<file path="config.mk">
export PLATFORM = sky130hd
export DESIGN_NAME = mkgauss_cdt_mlane
export DESIGN_NICKNAME = d
export VERILOG_FILES = /design/src/rtl/mkgauss_cdt_mlane.sv
export SDC_FILE = /design/constraint.sdc
export NUM_CORES = 2
export LEC_CHECK = 0
export BUFFER_PORTS_ARGS = -buffer_cell sky130_fd_sc_hd__buf_2
export CELL_PAD_IN_SITES_DETAIL_PLACEMENT = 0
export CELL_PAD_IN_SITES_GLOBAL_PLACEMENT = 1
export CORE_MARGIN = 1.5
export CORE_UTILIZATION = 50
export CTS_BUF_LIST = sky130_fd_sc_hd__clkbuf_16
export DETAILED_ROUTE_END_ITERATION = 12
export GPL_TIMING_DRIVEN = 0
export MAX_ROUTING_LAYER = met4
export PLACE_DENSITY = 0.84
export SLEW_MARGIN = 20
export SYNTH_ARGS = -nofsm -noshare
export SYNTH_HDL_FRONTEND = slang
export SYNTH_SLANG_ARGS = --single-unit
</file>
<file path="constraint.sdc">
create_clock -name clk -period 16.5 [get_ports clk]
set_input_delay 0 -clock clk [delete_from_list [all_inputs] [get_ports clk]]
set_output_delay 0 -clock clk [all_outputs]
set_load 0.03 [all_outputs]
</file>
<file path="src/rtl/mkgauss_cdt_mlane.sv">
// rtl/mkgauss_cdt_mlane.sv - multi-lane CDT Gaussian sampler with runtime table and FWFT output FIFO
module mkgauss_cdt_mlane #(
    parameter int RNG_W      = 128,
    parameter int SAMP_W     = 24,
    parameter int LANES      = 4,
    parameter int TBL_N      = 18,
    parameter int FIFO_DEPTH = 8,
    parameter int OUT_W      = 32
) (
    input  logic                     clk,
    input  logic                     rst_n,
    input  logic                     ena,
    input  logic                     clr,
    input  logic                     signed_en,
    input  logic                     rng_valid,
    input  logic [RNG_W-1:0]         rng,
    output logic                     rng_ready,
    input  logic                     tbl_we,
    input  logic [$clog2(TBL_N)-1:0] tbl_addr,
    input  logic [SAMP_W-1:0]        tbl_wdata,
    input  logic                     extract,
    output logic                     val_valid,
    output logic [OUT_W-1:0]         val
);
    localparam int USED = LANES * (SAMP_W + 1);
    localparam int ZW   = $clog2(TBL_N + 1);
    localparam int PW   = (FIFO_DEPTH > 1) ? $clog2(FIFO_DEPTH) : 1;
    localparam int CW   = $clog2(FIFO_DEPTH + 1);

    generate
        if (USED > RNG_W) begin : g_bad_lanes
            $error("mkgauss_cdt_mlane: LANES*(SAMP_W+1) exceeds RNG_W");
        end
        if (FIFO_DEPTH < LANES) begin : g_bad_depth
            $error("mkgauss_cdt_mlane: FIFO_DEPTH must be >= LANES");
        end
        if (USED < RNG_W) begin : g_hi
            logic unused_hi;
            assign unused_hi = ^rng[RNG_W-1:USED];
        end
    endgenerate

    logic [SAMP_W-1:0] tbl [TBL_N];
    logic              s0_valid, s0_sen, s1_valid;
    logic [USED-1:0]   s0_rng;
    logic [OUT_W-1:0]  s1_samp [LANES];
    logic [OUT_W-1:0]  lane_samp [LANES];
    logic [ZW-1:0]     z [LANES];
    logic [OUT_W-1:0]  mem [FIFO_DEPTH];
    logic [PW-1:0]     rd_ptr, wr_ptr;
    logic [CW-1:0]     count;
    logic [1:0]        pend;
    logic              fits, accept, pop, tbl_wr;

    function automatic logic [PW-1:0] wrap_add(input logic [PW-1:0] p, input int n);
        int s;
        s = int'(p) + n;
        if (s >= FIFO_DEPTH) s = s - FIFO_DEPTH;
        return PW'(s);
    endfunction

    // Credit check reserves room for every word already in flight plus the one being offered.
    assign pend      = {1'b0, s0_valid} + {1'b0, s1_valid};
    assign fits      = (int'(count) + LANES * (int'(pend) + 1)) <= FIFO_DEPTH;
    assign rng_ready = rst_n & ena & ~clr & fits;
    assign accept    = rng_valid & rng_ready;
    assign val_valid = (count != '0);
    assign val       = val_valid ? mem[rd_ptr] : '0;
    assign pop       = extract & val_valid & ~clr;
    assign tbl_wr    = tbl_we & ~ena & (pend == 2'd0) & (int'(tbl_addr) < TBL_N);

    always_comb begin
        for (int k = 0; k < LANES; k++) begin
            z[k] = '0;
            for (int i = 0; i < TBL_N; i++) begin
                if (s0_rng[k*(SAMP_W+1) +: SAMP_W] < tbl[i]) z[k] = z[k] + ZW'(1);
            end
            lane_samp[k] = (s0_sen & s0_rng[k*(SAMP_W+1)+SAMP_W]) ? -OUT_W'(z[k]) : OUT_W'(z[k]);
        end
    end

    always_ff @(posedge clk or negedge rst_n) begin
        if (!rst_n) begin
            for (int i = 0; i < TBL_N; i++) tbl[i] <= '0;
            for (int k = 0; k < LANES; k++) s1_samp[k] <= '0;
            s0_valid <= 1'b0;
            s0_sen   <= 1'b0;
            s0_rng   <= '0;
            s1_valid <= 1'b0;
            rd_ptr   <= '0;
            wr_ptr   <= '0;
            count    <= '0;
        end else begin
            if (tbl_wr) tbl[tbl_addr] <= tbl_wdata;
            if (accept) begin
                s0_rng <= rng[USED-1:0];
                s0_sen <= signed_en;
            end
            if (s0_valid) s1_samp <= lane_samp;
            if (clr) begin
                s0_valid <= 1'b0;
                s1_valid <= 1'b0;
                rd_ptr   <= '0;
                wr_ptr   <= '0;
                count    <= '0;
            end else begin
                s0_valid <= accept;
                s1_valid <= s0_valid;
                if (pop) rd_ptr <= wrap_add(rd_ptr, 1);
                if (s1_valid) wr_ptr <= wrap_add(wr_ptr, LANES);
                count <= CW'(int'(count) + (s1_valid ? LANES : 0) - (pop ? 1 : 0));
            end
        end
    end

    // Sample storage carries no reset; occupancy is tracked by count alone.
    always_ff @(posedge clk) begin
        if (s1_valid && !clr) begin
            for (int k = 0; k < LANES; k++) mem[wrap_add(wr_ptr, k)] <= s1_samp[k];
        end
    end
endmodule

</file>
# Word-level counts from Yosys, hierarchy flattened
# Memories as Yosys holds them, arrays and structs flattened.
# Cells that the tools add are included.
[word_totals]
reg_bits = 673
ram_bits = 256
input_bits = 165
out_inout_bits = 34
elab_cells = 324
n_memories = 1
[classes]
addsub = 88
magnitude_cmp = 82
n_mux = 101
bitwise_logic = 16
n_reduce_logical = 7
[memory_table]
columns = ["name", "depth", "width", "rd", "rd_clocked_by_memory_dff", "write_ports", "line", "text"]
rows = [
  ["mem", 8, 32, 1, 0, 4, "49", "logic [OUT_W-1:0] mem [FIFO_DEPTH];"],
]
[op_table]
columns = ["operator", "n"]
rows = [
  ["$lt A24 B24 Y1", 72],
  ["$bwmux W432", 1],
  ["$add A5 B1 Y5 const B", 68],
  ["$mux W5", 68],
  ["$mux W32", 5],
  ["$neg A5 Y32", 4],
  ["$demux W24 S5", 1],
  ["$mux W3", 15],
  ["$mux W24", 1],
  ["$ge A4 B4 Y1 const B", 5],
  ["$sub A3 B1 Y3 const B", 6],
  ["$and A1 B1 Y1", 13],
  ["$mux W1", 9],
  ["$add A3 B1 Y4 const B", 2],
  ["$add A3 B2 Y4 const B", 2],
  ["$add A4 B5 Y6", 1],
  ["$ge A6 B6 Y1 const B", 1],
  ["$le A6 B4 Y1 const B", 1],
  ["$lt A6 B1 Y1 const B", 1],
  ["$not A5 Y6", 1],
  ["$lt A5 B5 Y1 const B", 1],
  ["$add A3 B3 Y4 const B", 1],
  ["$add A4 B3 Y4", 1],
  ["$ge A3 B4 Y1 const B", 1],
  ["10 further kinds", 13],
]

# Logic depth before layout (Yosys ltp)
[logic_depth]
ltp_word = 38
ltp_mapped = 77
ltp_nobuf = 77

# Worst setup path after synthesis
# OpenSTA, ideal clock, no wires.
[synth_path]
path_kind = "flip-flop to flip-flop"
startpoint = "reg s0_rng[26]"
endpoint = "reg s1_samp[68] (netlist bit)"
setup_time_ns = 0.118
arrival_ns = 13.441
required_ns = 16.382
slack_ns = 2.941
stages_incl_launch_ff = 77
n_path_buf = 0
period_less_slack_ns = 13.559
cell_sequence = "dfrtp_1 > ha_1 > a21o_1 > a21o_1 > a21o_1 > a21o_1 > a21o_1 > a21o_1 > a21oi_1 > nor2b_1 > o21ai_0 > nand2b_1 > a21oi_1 > nor2b_1 > o21ai_0 > nand2b_1 > a21o_1 > a21o_1 > [... 41 more ...] > a21o_1 > ha_1 > nand2b_1 > o21a_1 > ha_1 > mux2_2 > o21a_1 > ha_1 > and2_0 > nor3b_1 > o21ai_0 > o211a_1 > a2111oi_1 > xnor3_1 > ha_1 > o21ai_0 > a21oi_1 > a21o_1"
[synth_between]
elab_chain_cells = 38
elab_cells_between_ends = 55
classes_between = "18 x add/sub; 18 x order compare; 19 x mux"
[synth_lines]
columns = ["element", "line", "text"]
rows = [
  ["from (decl)", "45", "logic [USED-1:0] s0_rng;"],
  ["from (signal assigned)", "96", "s0_rng <= rng[USED-1:0];"],
  ["$lt A24 B24 Y1", "76", "if (s0_rng[k*(SAMP_W+1) +: SAMP_W] < tbl[i]) z[k] = z[k] + ZW'(1);"],
  ["$mux W1", "76", ""],
  ["$add A5 B1 Y5", "76", ""],
  ["$mux W5", "76", ""],
  ["$add A5 B1 Y5", "76", ""],
  ["$mux W5", "76", ""],
  ["$add A5 B1 Y5", "76", ""],
  ["$mux W5", "76", ""],
  ["[... 22 more ...]", "-", ""],
  ["$add A5 B1 Y5", "76", ""],
  ["$mux W5", "76", ""],
  ["$add A5 B1 Y5", "76", ""],
  ["$mux W5", "76", ""],
  ["$add A5 B1 Y5", "76", ""],
  ["$mux W5 *", "76", ""],
  ["$neg A5 Y32", "78", "lane_samp[k] = (s0_sen & s0_rng[k*(SAMP_W+1)+SAMP_W]) ? -OUT_W'(z[k]) : OUT_W'(z[k]);"],
  ["$mux W32 *", "78", ""],
  ["to (signal assigned)", "99", "if (s0_valid) s1_samp <= lane_samp;"],
  ["to (decl)", "46", "logic [OUT_W-1:0] s1_samp [LANES];"],
]
# Every way passes the cells marked *; elsewhere a longest branch is shown, timed or not.
# A chain may end at the register's enable or synchronous reset.

# Final worst setup path
# Same ends and word-level chain as after synthesis.

==> impl_metrics.ini <==
[clock_tree]
cts_num_sinks = 651
root_buffer = clkbuf_16
insertion_delay_ns = 0.73
cts_made_buffers = 84
cts_setup_buffers = 0
clockBufferDepth = 3
cts_tree = yes
clk_pin_slew_ns = 0.07
h-tree-depth = 3

[global_route]
grt_antenna_before_repair = 6
overflow = 0
grt_use_met2 = 0.574
top_usage_layer = met2
grt_pass1_vias = 62090
grt_first_pass_wirelength_um = 393000
grt_max_degree = 96
use_met1 = 0.474
grt.total_usage = 0.385
met3_usage = 0.0629

[yosys]
syn_nets = 9372
ys.flop_type = dfrtp_1
synth.top_cell.area_share = 0.312
async_flop_share = 0.889
seq_area_frac_synth = 0.239
synth.area.top_cells = ha_1, dfrtp_1, mux2_2
synthXorXnorAreaFrac = 0.0374
netlist_instances = 7464
synth_area_leader_cell = ha_1
syn_area_sq_um = 69800
yosysWarnings = 0
synthSimpleGateAreaFrac = 0.129
avgSynthCellArea_sq_um = 9.35
synth_top_family_by_area = adder cells
synth_compound_area_frac = 0.182
ys_ff_latch = 651
synthMuxAreaShare = 0.0584
synth_fa_ha_area_frac = 0.313
synth_cell_types = 118
synth-edff-count = 72

[cells_and_area]
mostFrequentLayoutCells = ha_1, o21ai_0, nand2_1
fillers = 11994
multi_input_area_sq_um = 50300
area_growth_pct = 12.7
seq_area_sq_um = 16800
drive_above_1_share = 0.112
num-nets-final = 9817
layout_commonest_cell = ha_1

[routing]
initialDrtViolationCount = 5758
first_pass_iters = 5
via_per_inst = 6.37
antenna_left = 0
routed_wl_um = 268000
route.detailed.drc = 0
wire_per_inst_um = 27.2
vias = 62735

[floorplan]
rows = 136
ios = 199
dieArea_sq_um = 142000
fp.dieW_um = 377
start_util = 0.506
core_region_area_sq_um = 138000
fp.dieH_um = 377

[timing]
rsz0062_at_grt = false
setup_tns_ns = 0
min_period_over_period = 0.942
setup_viol = 0
slew_violations = 0
fin_crit_ns = 15.55
finalHoldViolCount = 0
skew_ns = 0.0469
relSlewSlack = 0.118
clock.fmax_ghz = 0.0643
worstMarginPinSlew_ns = 1.32

[worst_setup_path]
worstPathRequired_ns = 17.11
worst-setup-path-type = register to register
critical_path.slowest_cell = dfrtp_4
start_kind = register
critPathMaxFanout = 19
crit_family = adder cells
crit_start = s0_rng[26]
path_common_cell = ha_1
cpPeakStageDelay_ns = 0.66
critical_path.endpoint_type = register
worst-path-buf-inv = 6
worstPathArrival_ns = 16.16
reg2reg_from = s0_rng[26]

[min_path]
hp-class = input pin to register
hp-start = rng[95]

[place]
io_buffers = 145
hpwl_um = 200000
gp_congestion = 0.982

[run_status]
outcome = complete, no violations

[run]
cap_violations = 0
## cell families (layout without fill, tap and decap cells)
kind of cell,Yosys count,after routing
AOI/OAI and AO/OA,1979,1979
xor gates and xnor gates,219,219
adders and majority gates,1745,1745
buffers and inverters,760,1275
DFF,651,651
muxes,347,347
other,0,4
and+or+nand+nor,1763,1763
## stage by stage
step,std cells,utilization,hold slack [ns],setup WS (ns),cell area (sq um)
floorplan,7464,-,-0.296,2.94,69800
global placement,9472,0.528,0.231,0.583,72800
detailed placement,9543,0.539,0.0722,0.397,74400
CTS,9842,0.569,0.000274,0.311,78600
global route,9844,0.570,0.0285,0.0171,78600
finish,9846,0.570,0.0219,0.950,78600
## metal layers
metal	share of wire	vias up
met3	0.083	860
met4	0.087	0
met2	0.43	2737
li1	-	28640
met1	0.40	30498
met5	0	-
## synth_stat cells, types with 13 or more instances
cell type,n
a221oi_1,35
or4_1,17
buf_1,21
clkbuf_1,166
a21oi_1,436
o22ai_1,13
and2_1,37
o21ai_0,596
or2_2,19
buf_4,23
xor2_1,53
nor4_1,37
mux2_2,288
edfxtp_1,72
mux2i_1,40
a41oi_1,13
nand2b_1,176
nor2b_1,137
inv_1,545
nor2_1,243
nor3_1,81
nand2_1,584
a21o_1,412
o31ai_1,36
a31oi_1,27
and3_1,26
dfrtp_1,579
or3_1,20
nand4_1,248
o21a_1,59
nand3b_1,13
o21ai_1,17
nand3_1,59
xnor3_1,23
mux4_2,19
o211ai_1,52
ha_1,1741
a211oi_1,72
xnor2_1,113
a211o_1,27
a2111oi_0,28
## flip-flops by register name (all words and copies together) (netlist names)
signal,cells
s0_rng,100
mem,72
count,4
rd_ptr,3
s0_valid,1
s1_samp,36
tbl,432
s1_valid,1
s0_sen,1
wr_ptr,1
## area by class of cell
| cell class | count | share of cell area |
|---|---|---|
| inverter | 546 | 0.0261 |
| multi-input combinational | 6053 | 0.640 |
| buffer | 213 | 0.0114 |
| timing repair buffer | 360 | 0.0441 |
| tap | 1863 | 0.0297 |
| antenna | 4 | 0.000127 |
| clock inverter | 72 | 0.00820 |
| sequential | 651 | 0.213 |
| clock buffer | 84 | 0.0267 |
## worst min-delay path, delay by kind of cell
kind,cells,cell delay (ns)
buf+inv,2,0.60
mux,1,0.13
## worst paths after layout
| kind | endpoint | slack, ns | cells after the start |
|---|---|---|---|
| setup / recovery | s1_samp[68] | 0.95 | 76 |
| hold / removal | s0_rng[95] | 0.02 | 3 |
| setup reg to reg | s1_samp[68] | 0.95 | 76 |
| hold reg to reg | tbl[172] | 0.50 | 1 |
| max in group asynchronous | s0_rng[90] | 14.65 | 6 |
| min in group asynchronous | tbl[335] | 0.47 | 4 |
## timing repair
| action | 4_1_cts | 5_1_grt |
|---|---|---|
| gates resized for setup | 0 | 5 |
| hold endpoints to repair | 440 | 0 |
| setup endpoints to repair | 0 | 6 |
| hold buffers | 143 | 0 |
Power is not shown: default switching activity piles up to over one toggle a cycle in this logic, so the estimate is an artifact.
